<file path="src/rtl/clk_period_meas.sv">
// rtl/clk_period_meas.sv - half-period meter for an async square wave; optional duty outputs via CLK_PERIOD_MEAS_DUTY_EN
module clk_period_meas #(
    parameter int CNT_W    = 16,
    parameter int TIMEOUT  = 1000,
    parameter int TOL      = 1,
    parameter int LOCK_CNT = 4
) (
    input  logic             clk,
    input  logic             reset,
    input  logic             sig_in,
    output logic [CNT_W-1:0] half_period,
    output logic             period_valid,
    output logic             locked,
    output logic             timeout
`ifdef CLK_PERIOD_MEAS_DUTY_EN
    ,
    output logic [CNT_W-1:0] high_time,
    output logic [CNT_W-1:0] low_time
`endif
);

    localparam int MW = $clog2(LOCK_CNT + 1);
    localparam logic [CNT_W-1:0] CNT_MAX   = '1;
    localparam logic [CNT_W-1:0] TIMEOUT_C = CNT_W'(TIMEOUT);
    localparam logic [CNT_W-1:0] TOL_C     = CNT_W'(TOL);
    localparam logic [MW-1:0]    LOCK_C    = MW'(LOCK_CNT);

    typedef enum logic [1:0] {IDLE, MEAS, LOCKED} state_t;

    state_t           state_q, state_d;
    logic             sync1_q, sync1_d;
    logic             sync2_q, sync2_d;
    logic             dly_q, dly_d;
    logic [CNT_W-1:0] cnt_q, cnt_d;
    logic [CNT_W-1:0] prev_q, prev_d;
    logic             have_prev_q, have_prev_d;
    logic [MW-1:0]    match_q, match_d;
    logic [CNT_W-1:0] half_period_q, half_period_d;
    logic             period_valid_q, period_valid_d;
    logic             locked_q, locked_d;
    logic             timeout_q, timeout_d;
`ifdef CLK_PERIOD_MEAS_DUTY_EN
    logic [CNT_W-1:0] high_time_q, high_time_d;
    logic [CNT_W-1:0] low_time_q, low_time_d;
`endif

    logic             edge_det;
    logic [CNT_W-1:0] diff;
    logic             is_match;
    logic [MW-1:0]    match_inc;

    assign edge_det  = sync2_q ^ dly_q;
    assign diff      = (cnt_q >= prev_q) ? (cnt_q - prev_q) : (prev_q - cnt_q);
    assign is_match  = have_prev_q && (diff <= TOL_C);
    assign match_inc = match_q + MW'(1);

    // Next-state: synchronizer, interval counter, measurement/lock FSM, timeout
    always_comb begin
        state_d        = state_q;
        sync1_d        = sig_in;
        sync2_d        = sync1_q;
        dly_d          = sync2_q;
        prev_d         = prev_q;
        have_prev_d    = have_prev_q;
        match_d        = match_q;
        half_period_d  = half_period_q;
        period_valid_d = 1'b0;
        locked_d       = locked_q;
        timeout_d      = 1'b0;
`ifdef CLK_PERIOD_MEAS_DUTY_EN
        high_time_d    = high_time_q;
        low_time_d     = low_time_q;
`endif
        if (edge_det) begin
            cnt_d = CNT_W'(1);
        end else if (cnt_q == CNT_MAX) begin
            cnt_d = cnt_q;
        end else begin
            cnt_d = cnt_q + CNT_W'(1);
        end

        case (state_q)
            IDLE: begin
                // First interval after leaving IDLE is partial, so nothing is reported
                if (edge_det) begin
                    state_d     = MEAS;
                    have_prev_d = 1'b0;
                    match_d     = '0;
                    locked_d    = 1'b0;
                end
            end
            MEAS, LOCKED: begin
                if (edge_det) begin
                    half_period_d  = cnt_q;
                    period_valid_d = 1'b1;
                    prev_d         = cnt_q;
                    have_prev_d    = 1'b1;
`ifdef CLK_PERIOD_MEAS_DUTY_EN
                    if (dly_q && !sync2_q) begin
                        high_time_d = cnt_q;
                    end else begin
                        low_time_d = cnt_q;
                    end
`endif
                    if (is_match) begin
                        if (state_q == MEAS) begin
                            match_d = match_inc;
                            if (match_inc == LOCK_C) begin
                                state_d  = LOCKED;
                                locked_d = 1'b1;
                            end
                        end
                    end else begin
                        match_d  = '0;
                        state_d  = MEAS;
                        locked_d = 1'b0;
                    end
                end else if (cnt_q == TIMEOUT_C) begin
                    timeout_d   = 1'b1;
                    locked_d    = 1'b0;
                    match_d     = '0;
                    have_prev_d = 1'b0;
                    state_d     = IDLE;
                end
            end
            default: state_d = IDLE;
        endcase
    end

    // State register with asynchronous clear
    always_ff @(posedge clk or negedge reset) begin
        if (!reset) begin
            state_q        <= IDLE;
            sync1_q        <= 1'b0;
            sync2_q        <= 1'b0;
            dly_q          <= 1'b0;
            cnt_q          <= '0;
            prev_q         <= '0;
            have_prev_q    <= 1'b0;
            match_q        <= '0;
            half_period_q  <= '0;
            period_valid_q <= 1'b0;
            locked_q       <= 1'b0;
            timeout_q      <= 1'b0;
`ifdef CLK_PERIOD_MEAS_DUTY_EN
            high_time_q    <= '0;
            low_time_q     <= '0;
`endif
        end else begin
            state_q        <= state_d;
            sync1_q        <= sync1_d;
            sync2_q        <= sync2_d;
            dly_q          <= dly_d;
            cnt_q          <= cnt_d;
            prev_q         <= prev_d;
            have_prev_q    <= have_prev_d;
            match_q        <= match_d;
            half_period_q  <= half_period_d;
            period_valid_q <= period_valid_d;
            locked_q       <= locked_d;
            timeout_q      <= timeout_d;
`ifdef CLK_PERIOD_MEAS_DUTY_EN
            high_time_q    <= high_time_d;
            low_time_q     <= low_time_d;
`endif
        end
    end

    assign half_period  = half_period_q;
    assign period_valid = period_valid_q;
    assign locked       = locked_q;
    assign timeout      = timeout_q;
`ifdef CLK_PERIOD_MEAS_DUTY_EN
    assign high_time    = high_time_q;
    assign low_time     = low_time_q;
`endif

endmodule

</file>
<file path="config.mk">
export PLATFORM = sky130hd
export DESIGN_NAME = clk_period_meas
export DESIGN_NICKNAME = d
export VERILOG_FILES = /design/src/rtl/clk_period_meas.sv
export SDC_FILE = /design/constraint.sdc
export NUM_CORES = 1
export LEC_CHECK = 0
export CAP_MARGIN = 30
export CORE_MARGIN = 2
export CORE_UTILIZATION = 57
export CTS_BUF_LIST = sky130_fd_sc_hd__clkbuf_2 sky130_fd_sc_hd__clkbuf_4 sky130_fd_sc_hd__clkbuf_8
export DETAILED_ROUTE_END_ITERATION = 8
export PLACE_DENSITY_LB_ADDON = 0.25
export SLEW_MARGIN = 20
export SYNTH_ARGS = -nofsm -noshare
export SYNTH_HDL_FRONTEND = slang
export SYNTH_SLANG_ARGS = --single-unit
</file>
<file path="constraint.sdc">
create_clock -name clk -period 3.12 [get_ports clk]
set_input_delay 0.468 -clock clk [delete_from_list [all_inputs] [get_ports clk]]
set_output_delay 0.468 -clock clk [all_outputs]
set_load 0.02 [all_outputs]
</file>
==> summary.txt, run 1 <==
Timing
  – Actual slew at the worst max-slew pin: 776 ps
  – Fmax: 300 MHz
  – Final min period: 3340 ps
  – Setup ws final: -216 ps
  – Setup Skew: 8.75 ps
  – Final period util: 107%
  – RSZ-0062 raised after global routing: yes
  – Worst hold margin: 153 ps
  – Final hold vios: 0
  – Final setup TNS: -851 ps
  – Finish-stage setup viols: 6
  – Fin. max-slew vios: 0
  – Max-slew headroom: 47.9%

Clock network
  – H-tree depth: 2
  – Clock insertion delay at the later pin of the skew report: 300 ps
  – CTS Buf Count: 5
  – CTS tree: yes
  – Clock root buffer: clkbuf_8
  – # clock sinks: 44
  – Max Buffers Root-to-Sink: 2
  – Clock-pin transition on the worst setup and hold timing paths: 90 ps

Setup path
  – R2R Setup Slk: -220 ps
  – Crit path kind: flop to flop
  – CP Data Arrival Time: 3580 ps
  – Crit-path max FO: 4
  – Crit path required time: 3360 ps
  – Reg-to-reg endpoint: state_q[1]
  – RR Startpoint: half_period[0]
  – Worst reg-to-reg path cell count: 14
  – Startpoint Class: flop
  – Worst setup EP type: flop

Routing
  – DR WL/cell: 18.0 µm
  – Antenna viol nets, final: 0
  – DRT Pass-1 Iters: 5
  – DRC Markers: 0
  – Starting DRT DRC Count: 287
  – Routed vias/inst: 6.10
  – DR vias: 4,008
  – Routed WL: 11.8 mm

Cells and area
  – Syn-to-layout area delta: 30.6%
  – Design Area, Final: 5030 µm²
  – # diodes: 0
  – Final nets: 622
  – Share of cells above drive strength 1: 25.5%

Run status
  – Failing checks: negative setup slack
  – Status: finished with violations

Floorplan
  – Die span in x: 86.2 µm
  – Std cell rows: 29
  – Die height: 86.2 µm
  – IO Pins: 22
  – Std-Cell Core Area: 6460 µm²
  – DIE AREA: 7430 µm²
  – Initial Util: 59.7%

GRT
  – Vias in the first global route: 4,003
  – Grt total ovfl: 0
  – First-pass GRT wire length: 19.7 mm
  – Initial antenna violation count: 0
  – Largest net degree at the start of global routing: 45
  – Gr usage total: 33.7%

Logic synthesis
  – Syn Std Cell Area: 3850 µm²
  – Number of synthesized register bits: 44
  – Share of flip-flops with an asynchronous set or reset: 100%
  – Avg Cell Area, Syn: 8.13 µm²
  – Synth warn: 0
  – Dominant synthesized flop cell: dfrtp_1
  – Post-Syn Instances: 474
  – Syn_nets: 517
  – Sequential area share after synthesis: 28.6%
  – Synth cell types: 64
  – Number of enable flip-flop cells after synthesis: 0

Power and ir drop
  – PwrDens: 622 nW/µm²
  – Max VDD drop: 0.000407 V
  – Leakage: 0.00234 µW
  – Tot Pwr: 3130 µW

Placed design
  – Cell Area, Placed: 4750 µm²
  – Port bufs: 21
  – GPL Wtd Cong: 1.00
  – Final HPWL DP: 9.01 mm
  – Dpl ws: -374 ps

Hold path
  – Hold Crit Class: input port to async pin

Flow run
  – Number of max-cap violations: 0
## flip-flops by register name, indices dropped and copies added, names as in the netlist
name / flops
timeout: 1
period_valid: 1
state_q: 2
sync1_q: 1
have_prev_q: 1
dly_q: 1
locked: 1
cnt_q: 16
half_period: 16
dly_d: 1
match_q: 3
## cell type report
cell class / instances / area [µm²]
Timing Repair Buffer: 116 / 921
Inverter: 43 / 161
Fill cell: 443 / 1430
Clock inverter: 3 / 42.5
Multi-Input combinational cell: 369 / 2640
Clock buffer: 5 / 68.8
Tap cell: 77 / 96.3
Sequential cell: 44 / 1100
## cell usage in the layout, fill, tap and decap left out, types with 3 or more instances in the layout
cell type | synthesis | final
o211ai_1 | 3 | 3
nor2_1 | 36 | 35
nand3_1 | 14 | 14
and3_1 | 5 | 5
buf_4 | 4 | 96
inv_1 | 43 | 40
and4_1 | 5 | 5
o21ai_0 | 39 | 35
xor2_1 | 7 | 7
o21ai_1 | 4 | 7
ha_1 | 38 | 31
mux2i_1 | 3 | 3
inv_2 | 0 | 3
a31oi_1 | 6 | 6
a21o_1 | 11 | 11
clkdlybuf4s50_1 | 0 | 20
nor2b_1 | 5 | 5
clkbuf_8 | 0 | 5
dfrtp_2 | 0 | 3
nor3_1 | 12 | 10
nand4_1 | 11 | 11
a22o_1 | 3 | 3
nand2b_1 | 4 | 4
a21oi_1 | 33 | 32
dfrtp_1 | 44 | 41
and2_1 | 3 | 3
xnor2_1 | 19 | 19
nand3b_1 | 4 | 4
nand2_1 | 50 | 48
a21oi_2 | 6 | 6
ha_4 | 0 | 5
o21a_1 | 6 | 6
nor4_1 | 3 | 3
## stage by stage
step / utilization (%) / instances
2_1_floorplan: - / 474
3_3_place_gp: 73.5 / 645
3_5_place_dp: 73.5 / 645
4_1_cts: 77.1 / 657
5_1_grt: 77.9 / 657
6_report: 77.9 / 657
## worst max-delay path, cell delays in order, from the launching register on
cell and delay (ps):
dfrtp_2 440, inv_2 80, ha_4 130, inv_2 30, fa_2 340, a21o_1 200, a21oi_2 170, xnor2_1 90
a2111oi_2 360, nand4_1 170, o41a_1 370, a21oi_4 180, nand3_2 100, or4_4 540, nand2_2 90
## what timing repair did
item / in CTS / in global routing
pin swaps: 3 / 3
gates resized for setup: 20 / 13
hold buffers: 0 / 0
endpoints found under the setup margin: 6 / 6
setup buffers: 4 / 0
hold endpoints to repair: 0 / 0
## worst max-delay path by stage
stage / start / to / slack (ps) / cells after the start
3_5_place_dp: half_period[0] / match_q[0] / -370 / 15
3_3_place_gp: half_period[0] / state_q[1] / -160 / 14
2_1_floorplan: cnt_q[0] / state_q[1] / 5 / 14
4_1_cts: half_period[0] / state_q[1] / -210 / 14
5_1_grt: half_period[0] / locked / -340 / 14
6_report: half_period[0] / state_q[1] / -220 / 14
## cell usage after synthesis (4+ instances only)
master | count | area share [%]
dfrtp_1 | 44 | 29
ha_1 | 38 | 12
a21oi_1 | 33 | 4.3
o21a_1 | 6 | 1.2
nand3_1 | 14 | 1.8
xor2_1 | 7 | 1.6
nand2b_1 | 4 | 0.65
a21oi_2 | 6 | 1.4
nand4_1 | 11 | 1.8
clkbuf_1 | 8 | 0.78
o21ai_0 | 39 | 5.1
a21o_1 | 11 | 2.1
nor2_1 | 36 | 3.5
buf_4 | 4 | 0.78
nor3_1 | 12 | 1.6
o21ai_1 | 4 | 0.52
a31oi_1 | 6 | 0.97
nor2b_1 | 5 | 0.81
and4_1 | 5 | 1.1
and3_1 | 5 | 0.81
nand2_1 | 50 | 4.9
inv_1 | 43 | 4.2
nand3b_1 | 4 | 0.78
xnor2_1 | 19 | 4.3
## cells by family after synthesis
logic type	after synthesis	share of synthesized area [%]
adder cells (fa/ha/maj)	40	13.4
multiplexers	5	1.66
AND/OR/NAND/NOR	161	20.8
XOR/XNOR	26	5.91
flip-flops	44	28.6
buffers and inverters	61	6.82
AO/OA/AOI/OAI	137	22.9
## layer usage
layer	track usage [%]	part of all wire, %
met1	48.0	45
met2	53.9	47
met3	3.33	5.2
met4	11.8	2.7
met5	0	0
## power by group
part	internal (µW)	switching (µW)	leakage, µW
combinational	983	1040	0.00169
sequential	618	53.0	0.000591
clock	237	197	0.0000541
total	1840	1290	0.00234
Note: power is estimated with default switching activity, not from simulation.
==> inputs of run 2 (changes only) <==
CORE_UTILIZATION = 67   (was 57)
SKIP_CTS_REPAIR_TIMING = 1   (was unset)
clock period = 4.2 ns   (was 3.12 ns; I/O delays follow)
==> summary.txt, run 2 (synthesis results as in run 1) <==
Run status
  – Status: finished clean

Timing
  – Final setup TNS: 0 ps (+851 ps)
  – Worst hold margin: 183 ps (+30.3 ps)
  – Setup Skew: 5.73 ps (-3.02 ps)
  – Fmax: 262 MHz (-13%)
  – Fin. max-slew vios: 0 (unchanged)
  – Finish-stage setup viols: 0 (-6)
  – Final period util: 90.9% (-16 points)
  – Final hold vios: 0 (unchanged)
  – RSZ-0062 raised after global routing: no
  – Final min period: 3820 ps (+480 ps)
  – Max-slew headroom: 56.5% (+8.6 points)
  – Actual slew at the worst max-slew pin: 648 ps (-128 ps)

Routing
  – Max layer used: met4
  – Post-Route M1 WL: 4.44 mm (-16%)
  – DRT Pass-1 Iters: 5 (unchanged)
  – Metal2 WL: 4.88 mm (-13%)
  – Routed vias/inst: 6.62 (+8.5%)
  – Detail Route met3 WL: 878 µm (+42%)
  – DRC Markers: 0 (unchanged)
  – Routed WL: 10.6 mm (-10%)
  – Antenna viol nets, final: 0 (unchanged)
  – DR vias: 3,713 (-7.4%)
  – Starting DRT DRC Count: 417 (+45%)
  – DR WL/cell: 18.9 µm (+5.2%)

GRT
  – Grt total ovfl: 0 (unchanged)
  – First-pass GRT wire length: 17.3 mm (-12%)
  – Largest net degree at the start of global routing: 45 (unchanged)
  – Initial antenna violation count: 0 (unchanged)
  – Gr usage total: 35.2% (+1.5 points)
  – Vias in the first global route: 3,503 (-12%)

Cells and area
  – Commonest non-fill, non-tap cell in the layout: nand2_1
  – # diodes: 0 (unchanged)
  – Share of cells above drive strength 1: 6.34% (-19 points)
  – Design Area, Final: 4210 µm² (-16%)
  – Syn-to-layout area delta: 9.32%
  – Most frequent cells in the layout: nand2_1 (50), dfrtp_1 (44), inv_1 (43), o21ai_0 (39), ha_1 (38)
  – Util after Layout: 76.0% (-1.9 points)
  – Final nets: 531 (-15%)

Floorplan
  – Die height: 79.8 µm (-7.4%)
  – Die span in x: 79.8 µm (-7.4%)
  – Std cell rows: 27 (-6.9%)
  – Std-Cell Core Area: 5540 µm² (-14%)
  – DIE AREA: 6370 µm² (-14%)
  – Initial Util: 69.6% (+9.9 points)
  – IO Pins: 22 (unchanged)

Hold path
  – Hold Crit Class: input port to async pin

Flow run
  – Number of max-cap violations: 0 (unchanged)

Clock network
  – H-tree depth: 2 (unchanged)
  – Clock root buffer: clkbuf_8
  – Clock insertion delay at the later pin of the skew report: 310 ps (about the same)
  – Clock-pin transition on the worst setup and hold timing paths: 90 ps (about the same)
  – Max Buffers Root-to-Sink: 2 (unchanged)
  – CTS Buf Count: 5 (unchanged)
  – CTS tree: yes
  – # clock sinks: 44 (unchanged)

Power and ir drop
  – Comb pwr share: 58.0% (-6.7 points)
  – Max VDD drop: 0.000289 V (-29%)
  – Switching Fraction: 43.4% (+2.2 points)
  – Leakage: 0.00191 µW (-18%)
  – Clk pwr share: 17.0% (+3.2 points)
  – NetSw: 868 µW (-33%)
  – Sequential fraction of design power: 25.0% (+3.5 points)
  – Cell Int Power: 1130 µW (-39%)
  – PwrDens: 474 nW/µm² (-24%)

Setup path
  – Worst setup EP type: flop
  – Crit path kind: flop to flop
  – Startpoint Class: flop
  – CP Data Arrival Time: 4060 ps (+480 ps)
  – Crit path required time: 4450 ps (+1090 ps)
  – Crit-path max FO: 10 (+6)

Placed design
  – Final HPWL DP: 7.91 mm (-12%)
  – Port bufs: 21 (unchanged)
  – GPL Wtd Cong: 0.931 (-7.2%)
  – Cell Area, Placed: 4060 µm² (-14%)
run 2: cell types whose count changed in the layout (fill, tap and decap cells not counted), sizes merged:
| cell | delta |
|---|---|
| inv | +1 |
| buf | -91 |
| clkinv | -1 |
run 2: routing by layer:
metal / vias up / track usage (%)
met5: - / 0
met4: 0 / 12.7
met3: 43 / 4.52
met2: 222 / 55.2
met1: 1746 / 50.3
li1: 1702 / -
run 2: path summary, 6_finish.rpt:
kind                           from      endpoint  slack [ps]  cells past startpoint
max                        cnt_q[4]    state_q[1]         380                     11
min                           reset      cnt_q[2]         180                      1
max reg2reg                cnt_q[4]    state_q[1]         380                     11
min reg2reg                 sync1_q         dly_d         360                      0
max in group asynchronous     reset  period_valid        3560                      2
min in group clk            sync1_q         dly_d         360                      0
run 2: power by group through the flow:
stage | registers [µW] | clock network, µW | logic (µW)
after CTS | 499 | 337 | 1120
final | 500 | 340 | 1160
after detailed placement | 507 | 0 | 1110
after floorplan | 516 | 0 | 846
after global routing | 505 | 358 | 1260
after global placement | 504 | 0 | 1060
run 2: worst max-delay path, stage by stage, from the launching register on:
cell and delay (ps):
dfrtp_1 460, ha_1 610, nand2_1 150, a211oi_1 450, nor2b_1 110, mux2_2 260, o2111ai_1 140, or4b_1 560
a21oi_2 240, nand3_2 160, or4_4 540, nand2_1 80
run 2: metrics by stage:
step	total power, µW	setup WS (ps)	instances
finish	2000	384	561
global route	2120	257	561
detailed placement	1620	531	551
floorplan	1360	953	474
CTS	1960	487	559
global placement	1570	669	551
run 2: cell type report:
class / count / area, µm²
Sequential cell: 44 / 1100
Inverter: 43 / 161
Clock inverter: 3 / 46.3
Multi-Input combinational cell: 369 / 2490
Fill cell: 420 / 1330
Clock buffer: 5 / 68.8
Timing Repair Buffer: 25 / 255
Tap cell: 72 / 90.1
